--- src/rtl/demux_fifo.sv ---
// demux_fifo: registered 1-to-N valid/ready demultiplexer.
// Each output channel has its own 2-entry FIFO.
`default_nettype none

module demux_fifo #(
  parameter int switch_bits = 2,
  parameter int data_width  = 8,
  localparam int N = 1 << switch_bits
) (
  input  logic                    clk,
  input  logic                    rst,
  input  logic                    in_valid,
  output logic                    in_ready,
  input  logic [switch_bits-1:0]  in_sel,
  input  logic [data_width-1:0]   in_data,
  output logic [N-1:0]            out_valid,
  input  logic [N-1:0]            out_ready,
  output logic [N*data_width-1:0] out_data
);

  logic [1:0] occ_all [N];
  logic       push;

  // Readiness looks only at the addressed channel, so a full channel never
  // stalls words bound elsewhere.
  assign in_ready = rst && (occ_all[in_sel] != 2'd2);
  assign push     = in_valid && in_ready;

  for (genvar i = 0; i < N; i++) begin : g_ch
    logic [1:0]            occ;
    logic [data_width-1:0] head;
    logic [data_width-1:0] tail;
    logic                  push_ch;
    logic                  pop_ch;

    assign push_ch = push && (in_sel == switch_bits'(i));
    assign pop_ch  = (occ != 2'd0) && out_ready[i];

    always_ff @(posedge clk or negedge rst) begin
      if (!rst) begin
        occ  <= 2'd0;
        head <= '0;
        tail <= '0;
      end else begin
        case ({push_ch, pop_ch})
          2'b10: begin
            if (occ == 2'd0) begin
              head <= in_data;
              occ  <= 2'd1;
            end else begin
              tail <= in_data;
              occ  <= 2'd2;
            end
          end
          2'b01: begin
            if (occ == 2'd2) head <= tail;
            occ <= occ - 2'd1;
          end
          // Push and pop together only happen at occupancy 1: replace the head.
          2'b11: head <= in_data;
          default: ;
        endcase
      end
    end

    assign occ_all[i]                           = occ;
    assign out_valid[i]                         = (occ != 2'd0);
    assign out_data[i*data_width +: data_width] = head;
  end

endmodule

`default_nettype wire

--- config.mk ---
export PLATFORM = sky130hd
export DESIGN_NAME = demux_fifo
export DESIGN_NICKNAME = d
export VERILOG_FILES = /design/src/rtl/demux_fifo.sv
export SDC_FILE = /design/constraint.sdc
export NUM_CORES = 1
export LEC_CHECK = 0
export ABC_AREA = 1
export CAP_MARGIN = 25
export CELL_PAD_IN_SITES_DETAIL_PLACEMENT = 1
export CELL_PAD_IN_SITES_GLOBAL_PLACEMENT = 1
export CORE_ASPECT_RATIO = 0.8
export CORE_UTILIZATION = 44
export CTS_CLUSTER_DIAMETER = 200
export DETAILED_ROUTE_END_ITERATION = 10
export PLACE_DENSITY = 0.93
export SYNTH_ARGS = -nofsm -noshare
export SYNTH_HDL_FRONTEND = slang
export SYNTH_SLANG_ARGS = --single-unit
--- constraint.sdc ---
create_clock -name clk -period 4.4 [get_ports clk]
set_input_delay 0.88 -clock clk [delete_from_list [all_inputs] [get_ports clk]]
set_output_delay 0.88 -clock clk [all_outputs]
set_load 0.02 [all_outputs]
* After elaboration in Yosys (flattened, before gate mapping)
Cells that the tools add are included.
Storage, ports and cells: register bits after elaboration 72, input bits 17, output and inout bits 37
Operators by class: $add $sub $neg 4, $lt $le $gt $ge 1, eq/ne operators 28, mux-type cells 23, bitwise logic cells 5, reduce and logical (&&, ||, !) cells 35
Operators by type and width (count):
- $pmux 8 s3 | 4
- $mux 8 | 8
- $eq 2x2->1 const B | 14
- $ne 2x2->1 const B | 9
- $pmux 2 s2 | 4
- $reduce_bool 2->1 | 8
- $mux 2 | 6
- $reduce_and 3->1 | 4
- $reduce_bool 3->1 | 4
- $eq 2x1->1 const B | 5
- $logic_and 1x1->1 | 10
- $logic_not 2->1 | 5
- $reduce_and 2->1 | 4
- $sub 2x1->2 const B | 4
- $bmux 2 s2 | 1
- $not 1->1 | 4
- $ge 3x3->1 const B | 1
- $not 2->3 | 1

* Longest topological paths before layout
word-level depth 11, mapped depth 16, gate-level depth less buffers 14

* Worst setup path before layout
No wires, ideal clock.
kind input port to output port, start input port in_sel[0], end output port in_ready, arrival time 1796 ps, data required time 3520 ps, slack 1724 ps, stages 6, cells stage by stage buf_4 > nor2_2 > nand2_1 > nand2_1 > nor2_1 > a21boi_0
Between the ends: cells in the longest elaborated chain, start to end 6
RTL lines:
- start, declared | line 14 | input logic [switch_bits-1:0] in_sel,
- $not 2->3 (implied by the code) | line 26 | assign in_ready = rst && (occ_all[in_sel] != 2'd2);
- $bmux 2 s2 | line 26
- $mux 2 (implied by the code) (2 in series) | line 26
- $ne 2x2->1 | line 26
- $logic_and 1x1->1 | line 26
- end, declared | line 13 | output logic in_ready,
Every way passes these cells. The select of a mux whose other input is x is not followed.

* Worst setup path after layout
Ends and elaborated chain as after synthesis.

==> key figures <==
Drt
  • Drt total wl: approximately 10000 um
  • DRT iter0 DRCs: between 90 and 100
  • Drt drc: 0
  • Antenna Nets Post-Route: 0
  • Via count of the routed design: around 3200
  • First-pass detailed-route iteration total: 4
  • Wirelength per Cell: 16.62 um
  • Via-to-Cell Ratio: 5.221

Yosys
  • Post-synthesis compound-gate area fraction: between 15 and 20%
  • Synth Warn #: 0
  • Synthesized-area fraction occupied by adder cells: under 10%
  • Synthesis-stage register bit count: 72
  • Post-Syn Area: 0.003739 sq mm
  • EDFF count, synth: 0
  • Post-synth ARST share: 100.0%
  • Xor/xnor cell area share of the yosys netlist: 0%
  • Avg Inst Size Synth: about 8.3 sq um
  • Proportion of synthesized area in mux cells: 0%
  • Ranking of synthesized cells by area: dfrtp_1 (48%), nand2_1 (13%), o21ai_0 (12%)
  • Post-synth top flop: dfrtp_1
  • Synth cell count leaders: nand2_1 (125), o21ai_0 (92), inv_1 (73)
  • Register area share after synthesis: 48.19%
  • Synth area leader: dfrtp_1
  • Most numerous cell in the Yosys netlist: nand2_1
  • Mapped Cells: 450
  • Main combinational cell family by area after synthesis: simple AND/OR/NAND/NOR gates
  • Simple logic cell fraction of the synthesized area: 17.74%
  • Synth unique cells: 21
  • Syn_nets: 487
  • Yosys top cell area share: roughly half

Clock tree
  • Setup bufs post-CTS: 0
  • Clock-pin slew on the worst setup and hold paths: approximately 80 ps
  • CTS buffer count: 9
  • CTS max path bufs: 2
  • Post-CTS resize count: 0
  • Post-CTS Hold Buffers: 0
  • Clock root cell: clkbuf_8
  • Clock latency on the worst-skew pair: 360 ps
  • Clock tree sinks: 72
  • H-Tree Depth: 3
  • TritonCTS clock tree: yes

Power and ir drop
  • LEAKAGE: 0.002141 uW
  • Maximum vdd drop: 0.0002764 V
  • PD cells: 704.9 mW/mm^2

Floorplanning
  • Core area: 0.008092 sq mm
  • Core Rows: 29
  • # IOs: 54
  • DIE HEIGHT: roughly 84 um
  • Die W: 105.1 um
  • Initial core utilization: around 46%
  • Area of the die: 0.008872 sq mm

STA
  • Rel. slew slack: 42.39%
  • Worst clock skew: 10.52 ps
  • Max-slew violations: 0
  • Period minus WS final: around 3600 ps
  • RSZ-0062 raised after global routing: false
  • Setup tns final: 0 ps
  • Final hold viol count: 0
  • PnR worst setup slack: 779.8 ps
  • Count of endpoints failing setup in the final report: 0
  • Worst slew pin tran: 864.2 ps
  • Tcrit/Tclk final: 82.28%
  • Achievable clock frequency: around 280 MHz

Critical path
  • Cell count of the worst reg-to-reg path: 10
  • Worst path cell trace: clkdlybuf4s50_1, inv_1, nand2_1, nand2_1, nand2_1, nand2_1, a21boi_0, clkdlybuf4s50_1
  • Flop2flop setup slack: ~1800 ps
  • CP Max Fanout: 8
  • Worst EP arrival: 2740 ps
  • R2r endpoint: g_ch[1].head[3]
  • Start of the worst register-to-register path: g_ch[1].occ[0]
  • Startpoint types: input pin
  • Crit path capture type: output pin
  • Crit-path slowest cell: clkdlybuf4s50_1
  • CP delay by family, top: buffers and inverters
  • CP Class: input pin to output pin
  • WP depth: 8
  • Cell repeated most along the worst path: nand2_1
  • Worst Path Buf+Inv: 3
  • Req. time, crit path: about 3500 ps
  • CP peak stage delay: 640 ps

Run
  • Max_cap viols: 0

Finish
  • Nets@finish: 535
  • Non-filler cells, final: 611
  • Number of inserted diodes: 0
  • Area growth syn-to-layout: 20.98%
  • Share of cells above drive strength 1: 8.350%

Status
  • Status: complete, no violations

Global route
  • Global-route wire length before repair: 17390 um
  • Number of global-route vias before repair: 3514
  • M3 GR Usage: 5.823%
  • GRT Max-Usage Layer: met2
  • Overall routing resource usage: 25.44%
  • Largest net degree at the start of global routing: 68
  • Grt ovf: 0
  • Met2 Usage GRT: 47.44%
  • Initial antenna violation count: 0
  • Global Route met1 Usage: around 28%

Place
  • DP Worst Slack: 652.9 ps
  • Final HPWL DP: 6964 um
  • Port Buf Inserts: between 50 and 60
  • Dpl cells: a little under 600
  • Routability cong.: ~0.74

Worst hold path
  • HP Class: input pin to async pin
## flip-flops by register name, indices dropped and copies added, names as in the netlist
signal,cells
g_ch.tail,32
g_ch.occ,8
g_ch.head,32
## metrics by stage
step	hold slack, ps	utilization, %	total power (uW)	area, sq um
2_1_floorplan	452.9	-	1993	3739
3_3_place_gp	466.2	52.76	2394	4269
3_5_place_dp	473.8	52.76	2508	4269
4_1_cts	387.2	55.90	3207	4523
5_1_grt	386.6	55.90	3412	4523
6_report	398.5	55.90	3188	4523
## cell type report
type,count,area (sq um)
fillers,977,3568
inverters,78,297.8
multi-input cells,283,1501
clock buffers,11,151.4
well taps,108,135.1
repair buffers,54,533.0
clock inverters,5,102.6
flip-flops and latches,72,1802
## power breakdown
group | internal, uW | switching (uW)
combinational | 556 | 831
sequential | 953 | 180
clock | 407 | 262
## placed cells by master, fill, tap and decap left out, drive strengths merged
| cell type | n |
|---|---|
| a21boi | 1 |
| a21oi | 4 |
| a22oi | 4 |
| buf | 2 |
| bufinv | 3 |
| clkbuf | 11 |
| clkdlybuf4s50 | 52 |
| clkinv | 5 |
| clkinvlp | 1 |
| dfrtp | 72 |
| ha | 20 |
| inv | 74 |
| nand2 | 126 |
| nand3 | 4 |
| nand4 | 4 |
| nor2 | 16 |
| nor3 | 4 |
| o21ai | 100 |
## logic make-up (layout without fill, tap and decap cells)
kind of cell | Yosys count | in the layout
buffers and inverters | 95 | 148
adders and majority gates | 20 | 20
and+or+nand+nor | 154 | 154
AOI/OAI and AO/OA | 109 | 109
DFF | 72 | 72
## worst max path at each step
stage | endpoint | from | slack [ps]
6_report | in_ready | in_sel[0] | 780
5_1_grt | in_ready | in_sel[0] | 690
4_1_cts | in_ready | in_sel[0] | 780
3_5_place_dp | g_ch[1].head[3] | in_sel[0] | 650
3_3_place_gp | g_ch[3].head[2] | in_sel[0] | 880
2_1_floorplan | in_ready | in_sel[0] | 1720
## layer usage
layer	wire, um	vias to the layer above
met5	0	-
met1	4041	1579
li1	-	1504
met4	303	0
met3	407	31
met2	5401	76
Note: power is estimated with default switching activity, not from simulation.
